[src/rtl/adc_channel_scheduler.sv]
// adc_channel_scheduler: round-robin arbiter sequencing channel requests through one SAR converter,
// with per-conversion timeout and protection against a stale adc_done level.
module adc_channel_scheduler #(
    parameter int N_CH    = 4,
    parameter int WIDTH   = 8,
    parameter int TIMEOUT = 64
) (
    input  logic                      clk,
    input  logic                      rst_n,
    input  logic [N_CH-1:0]           req,
    output logic [N_CH-1:0]           ack,
    output logic                      adc_start,
    output logic [$clog2(N_CH)-1:0]   adc_ch,
    input  logic                      adc_done,
    input  logic [WIDTH-1:0]          adc_data,
    output logic                      result_valid,
    output logic [$clog2(N_CH)-1:0]   result_ch,
    output logic [WIDTH-1:0]          result_data,
    output logic                      result_err,
    output logic                      busy
);
    localparam int CW = $clog2(N_CH);
    localparam logic [7:0] TMAX = 8'(TIMEOUT - 1);

    typedef enum logic [1:0] {IDLE, START, CONVERT, STORE} state_t;

    state_t             state_q, state_d;
    logic [CW-1:0]      adc_ch_q, adc_ch_d;
    logic [CW-1:0]      last_ch_q, last_ch_d;
    logic [7:0]         cnt_q, cnt_d;
    logic               low_seen_q, low_seen_d;
    logic [CW-1:0]      res_ch_q, res_ch_d;
    logic [WIDTH-1:0]   res_data_q, res_data_d;
    logic               res_err_q, res_err_d;
    logic [CW-1:0]      grant;
    logic [CW-1:0]      idx;
    int                 j;

    // Scan from farthest to nearest so the channel closest after last_ch wins.
    always_comb begin
        grant = last_ch_q;
        idx   = '0;
        j     = 0;
        for (int i = N_CH; i >= 1; i--) begin
            j   = (int'(last_ch_q) + i) % N_CH;
            idx = CW'(j);
            if (req[idx]) grant = idx;
        end
    end

    always_comb begin
        state_d    = state_q;
        adc_ch_d   = adc_ch_q;
        last_ch_d  = last_ch_q;
        cnt_d      = cnt_q;
        low_seen_d = low_seen_q;
        res_ch_d   = res_ch_q;
        res_data_d = res_data_q;
        res_err_d  = res_err_q;
        case (state_q)
            IDLE: begin
                if (|req) begin
                    adc_ch_d = grant;
                    state_d  = START;
                end
            end
            START: begin
                cnt_d      = '0;
                low_seen_d = 1'b0;
                state_d    = CONVERT;
            end
            CONVERT: begin
                if (!adc_done) low_seen_d = 1'b1;
                // A done level only counts once it has been low during this conversion.
                if (adc_done && low_seen_q) begin
                    res_data_d = adc_data;
                    res_err_d  = 1'b0;
                    res_ch_d   = adc_ch_q;
                    state_d    = STORE;
                end else if (cnt_q == TMAX) begin
                    res_data_d = '1;
                    res_err_d  = 1'b1;
                    res_ch_d   = adc_ch_q;
                    state_d    = STORE;
                end else begin
                    cnt_d = cnt_q + 8'd1;
                end
            end
            STORE: begin
                last_ch_d = adc_ch_q;
                state_d   = IDLE;
            end
            default: state_d = IDLE;
        endcase
    end

    always_ff @(posedge clk or negedge rst_n) begin
        if (!rst_n) begin
            state_q    <= IDLE;
            adc_ch_q   <= '0;
            last_ch_q  <= CW'(N_CH - 1);
            cnt_q      <= '0;
            low_seen_q <= 1'b0;
            res_ch_q   <= '0;
            res_data_q <= '0;
            res_err_q  <= 1'b0;
        end else begin
            state_q    <= state_d;
            adc_ch_q   <= adc_ch_d;
            last_ch_q  <= last_ch_d;
            cnt_q      <= cnt_d;
            low_seen_q <= low_seen_d;
            res_ch_q   <= res_ch_d;
            res_data_q <= res_data_d;
            res_err_q  <= res_err_d;
        end
    end

    assign adc_start    = (state_q == START);
    assign result_valid = (state_q == STORE);
    assign busy         = (state_q != IDLE);
    assign ack          = result_valid ? ({{(N_CH-1){1'b0}}, 1'b1} << adc_ch_q) : '0;
    assign adc_ch       = adc_ch_q;
    assign result_ch    = res_ch_q;
    assign result_data  = res_data_q;
    assign result_err   = res_err_q;
endmodule

[config.mk]
export PLATFORM = sky130hd
export DESIGN_NAME = adc_channel_scheduler
export DESIGN_NICKNAME = d
export VERILOG_FILES = /design/src/rtl/adc_channel_scheduler.sv
export SDC_FILE = /design/constraint.sdc
export NUM_CORES = 1
export LEC_CHECK = 0
export CELL_PAD_IN_SITES_DETAIL_PLACEMENT = 0
export CELL_PAD_IN_SITES_GLOBAL_PLACEMENT = 1
export CORE_ASPECT_RATIO = 0.5
export CORE_MARGIN = 2
export CORE_UTILIZATION = 33
export CTS_BUF_LIST = sky130_fd_sc_hd__clkbuf_4 sky130_fd_sc_hd__clkbuf_8 sky130_fd_sc_hd__clkbuf_16
export DETAILED_ROUTE_END_ITERATION = 8
export PLACE_DENSITY = 0.81
export SKIP_LAST_GASP = 1
export SYNTH_ARGS = -nofsm -noshare
export SYNTH_HDL_FRONTEND = slang
export SYNTH_SLANG_ARGS = --single-unit
[constraint.sdc]
create_clock -name clk -period 1.7 [get_ports clk]
set_input_delay 0.34 -clock clk [delete_from_list [all_inputs] [get_ports clk]]
set_output_delay 0.34 -clock clk [all_outputs]
set_load 0.02 [all_outputs]
Yosys cells after proc, flatten, opt, wreduce, memory -nomap -nowiden
Cells that the tools add are included.
{"block": "op_classes", "add_sub_neg": 5, "magnitude_cmp": 4, "eq_ne": 9, "shift": 1, "muxes": 28, "n_reduce_logical": 11}
{"operator": "$mux 8", "count": 4}
{"operator": "$mux 2", "count": 9}
{"operator": "$pmux 8 s2", "count": 1}
{"operator": "$lt 2x3->1 const B", "count": 4}
{"operator": "$add 8x1->8 const B", "count": 1}
{"operator": "$bmux 1 s2", "count": 4}
{"operator": "$eq 8x6->1 const B", "count": 1}
{"operator": "$ne 2x2->1 const B", "count": 4}
{"operator": "$pmux 2 s4", "count": 1}
{"operator": "$reduce_and 2->1", "count": 4}
{"operator": "$mux 1", "count": 7}
{"operator": "$reduce_bool 2->1", "count": 3}
{"operator": "$add 2x1->2 const B", "count": 2}
{"operator": "$add 2x2->2 const B", "count": 2}
{"operator": "$eq 2x2->1 const B", "count": 2}
{"operator": "$mux 4", "count": 1}
{"operator": "$reduce_or 4->1", "count": 1}
{"operator": "$shl 1x2->4 const A", "count": 1}
{"operator": "$ne 3x3->1 const B", "count": 1}
{"operator": "$reduce_and 3->1", "count": 1}
{"operator": "$eq 2x1->1 const B", "count": 1}
{"operator": "$logic_not 2->1", "count": 1}
{"operator": "$pmux 1 s2", "count": 1}
{"operator": "$logic_and 1x1->1", "count": 1}
{"block": "word_totals", "register_bits": 26, "out_inout_bits": 20, "elab_cells": 66}

Longest topological paths before layout
Gate-level depths: netlist of run 1.
{"block": "depth", "ltp_word": 7, "ltp_mapped": 8, "mapped_depth_nobuf": 6}

Worst setup path after synthesis of run 1
Ideal clock, no wire load.
{"block": "synth_path", "kind": "register to register", "startpoint": "reg state_q[0]", "endpoint": "reg cnt_q[2]", "setup_ns": 0.124, "arrival_time_ns": 1.638, "setup_slack_ns": -0.062, "stages_incl_launch_ff": 9, "cell_sequence": "dfrtp_1 inv_1 ha_1 buf_2 inv_1 o311ai_4 buf_6 nor3_1 a211o_1"}
{"block": "synth_between", "elab_chain_cells": 3, "word_cells_on_any_way": 7}
{"item": "start, declared", "line": "27", "source": "state_t state_q, state_d;"}
{"item": "start signal, assigned", "line": "108", "source": "state_q <= state_d;"}
{"item": "$eq 2x2->1 / $eq 2x1->1 (equally long branches)", "line": "60", "source": "case (state_q)"}
{"item": "$ne 2x2->1 (no source line) / $reduce_bool 2->1 (equally long branches)"}
{"item": "$reduce_and 3->1 (no source line)"}
{"item": "end signal, assigned", "line": "111", "source": "cnt_q <= cnt_d;"}
{"item": "end, declared", "line": "30", "source": "logic [7:0] cnt_q, cnt_d;"}
Parallel ways exist; a longest one is shown, timed or not.
A chain may end at the register's enable or synchronous reset.

Worst setup path in the final report of run 1
{"block": "layout_path", "startpoint": "reg state_q[1]", "endpoint": "reg cnt_q[5]"}
Same word-level chain as after synthesis.

==> impl_metrics.tcl, run 1 <==
set metrics [dict create \
    h-tree-depth 1 \
    synth-warning-count 0 \
    core-area_um2 3840 \
    required_ps 1910 \
    place_congestion 0.801 \
    rsz0062_at_grt "yes" \
    first_global_vias 1160 \
    drive_gt1_frac 0.385 \
    cts_buffers 3 \
    crit_chain "buf_6 > ha_4 > buf_6 > nand3_4 > o311ai_4 > or4_4 > a21oi_2" \
    rows 16 \
    num_io_pins 35 \
    final-setup-viol-count 5 \
    async_flop_share 1.00 \
    hold_buffers 0 \
    cap_violations 0 \
    clkPwrFrac 0.130 \
    initial_core_util 0.340 \
    die_w_um 93.0 \
    power_switching_mw 1.48 \
    hold_slack_ps 323 \
    max_freq_mhz 552 \
    via_per_inst 4.83 \
    crit_type "flip-flop to flip-flop" \
    hpwl_mm 2.41 \
    p_comb_frac 0.598 \
    crit_family "simple AND/OR/NAND/NOR gates" \
    period_minus_slack_ps 1810 \
    path_clk_slew_ps 90 \
    grt_max_degree 16 \
    ant_nets 0 \
    grt_pass1_wl_mm 5.44 \
    dieArea_um2 4510 \
    drtPass1Iterations 4 \
    vias 1187 \
    failed_checks "setup timing" \
    seqPwrFrac 0.272 \
    cp-end-kind "flip-flop" \
    status "complete, but fails checks" \
    worst_path_most_repeated_cell "buf_6" \
    fin_worst_skew_ps 1.22 \
    slew_headroom 0.721 \
    drt_iter0_markers 26 \
    cp_max_fo 5 \
    pre_cts_slack_ps -153 \
    port_buffers 34 \
    hold_class "input pin to async pin" \
    fin_util 0.558 \
    setup.worst_path.start_class "flip-flop" \
    cp_data_arrival_time_ps 2020 \
    place_area_um2 1930 \
    leakage_nw 0.946 \
    synth_seq_cells 26 \
    final_net_count 213 \
    area_growth_syn_to_layout_pct 64.2 \
    place_inst 235 \
    critical-path-max-stage-delay_ps 560 \
    hold_viol 0 \
    grt-ovfl-total 0 \
    clkSinkCount 26 \
    critPathBufInv 2 \
    final_cells 246 \
    drc 0 \
    die_h_um 48.5 \
    fin_setup_tns_ps -260 \
    tritoncts "built" \
    yosysSeqAreaShare 0.500 \
    intPower_mw 2.43 \
    synth_edf_count 0 \
    cts_root_buf "clkbuf_8" \
    rrSetupSlack_ps -110 \
    clk_latency_ps 270 \
    fin_area_um2 2140 \
    switching_share 0.379 \
    worstMarginPinSlew_ps 415 \
    antenna_found_initial 0 \
    ir_worst_vdd_mv 0.614 \
    period_share 1.06 \
    avgSynthCellArea_um2 11.1 \
    synth_cells 118 \
    finalPower_mw 3.91 \
    diodes 0 \
    dominantRegCellSynth "dfrtp_1" \
    drv_slew 0 \
    p_per_area_nw_per_um2 1820 \
    grt_use_total 0.153 \
    worst_path_max_delay_cell "or4_4" \
    syn-cell-area_um2 1310 \
    synth_nets 138 \
    wire_per_inst_um 13.1 \
    synth_cell_types 41 \
    routed_wl_mm 3.23 \
    worst_slack_ps -110 \
    cts_buffer_depth 2 \
]
==> layout make-up <==
class | instances | area, um^2
multi-input combinational | 83 | 717
timing repair buffer | 73 | 613
clock inverter | 1 | 30.0
tap | 54 | 67.6
clock buffer | 3 | 41.3
sequential | 26 | 653
fill | 337 | 1700
inverter | 6 | 22.5
==> state kept, by name (all words and copies together) (netlist names) <==
| name | cells |
|---|---|
| low_seen_q | 1 |
| result_err | 1 |
| result_ch | 2 |
| cnt_q | 8 |
| result_data | 8 |
| last_ch_q | 2 |
| adc_ch | 2 |
| state_q | 2 |
==> metal layers <==
metal	global-route usage	routed length (um)	vias up
met5	0	0	-
met4	0.0417	20	0
met3	0.0312	94	2
met2	0.273	1640	19
met1	0.189	1470	576
li1	-	-	590
==> worst reg2reg max path: cells and delay by family, from the launching register on <==
family                     cells  cell delay [ps]
and+or+nand+nor                2              630
DFF                            1              440
buffers and inverters          2              270
AOI/OAI and AO/OA              2              270
adders and majority gates      1              150
==> cells by family after synthesis <==
family / count (synthesis) / synth area share
muxes: 5 / 0.0421
DFF: 26 / 0.500
AOI/OAI and AO/OA: 35 / 0.200
adders and majority gates: 5 / 0.0479
buffers and inverters: 10 / 0.0383
and+or+nand+nor: 37 / 0.171
==> cells in the final DEF (no fill, tap or decap), types with 2 or more instances in the layout <==
cell type	instances
nor3_1	3
dfstp_2	2
nand2_1	10
buf_6	3
o22a_1	9
o31ai_1	3
inv_1	5
or4_4	2
nor2b_1	2
nor3b_1	2
nor2_1	3
mux2_2	4
ha_1	2
nand3_4	2
clkdlybuf4s50_1	25
a21oi_1	4
o21ai_0	6
clkbuf_2	6
nand2b_1	3
o311ai_4	2
dfrtp_1	24
ha_4	2
clkbuf_8	3
dlygate4sd2_1	2
a21oi_2	4
buf_4	36
==> cell usage after synthesis (all sizes together) (2+ instances only) <==
library cell  count  area (um^2)
or4               3         22.5
nand3             3         32.5
nand2b            3         18.8
dfrtp            24          601
nor3              3         15.0
a21oi             8         40.0
o21ai             6         30.0
o31ai             3         22.5
dfstp             2         52.6
nand2            10         37.5
mux2              4         45.0
inv               6         22.5
ha                5         62.6
o22a              9         78.8
nor2b             2         12.5
or3               2         13.8
nor2              3         11.3
nor3b             2         15.0
buf               3         23.8
==> path summary, 6_finish.rpt <==
kind,cells past startpoint,startpoint,end
setup / recovery,7,state_q[1],cnt_q[5]
hold / removal,1,rst_n,result_data[4]
setup reg to reg,7,state_q[1],cnt_q[5]
hold reg to reg,1,result_data[4],result_data[4]
max in group asynchronous,2,rst_n,last_ch_q[1]
min in group clk,1,result_data[4],result_data[4]
==> what timing repair did <==
item | in CTS | in global routing
cloned | 1 | 0
buffers inserted | 3 | 3
endpoints found under the setup margin | 15 | 23
hold endpoints to repair | 0 | 0
pin swaps | 4 | 3
resized for setup | 24 | 23
==> power by group through the flow <==
stage               sequential (mW)  combinational (mW)  clock [mW]
finish                         1.06                2.34       0.509
global route                   1.10                2.48       0.551
CTS                            1.06                2.27       0.523
detailed placement             1.07                2.04           0
global placement               1.05                2.00           0
floorplan                      1.22               0.901           0
Note: power is estimated with default switching activity, not from simulation.
==> inputs of run 2 (changes only) <==
- CAP_MARGIN: not set -> 10
- GPL_TIMING_DRIVEN: not set -> 1
==> results of run 2 <==
Same layout as run 1: the final DEF is identical, and so are final timing and power.
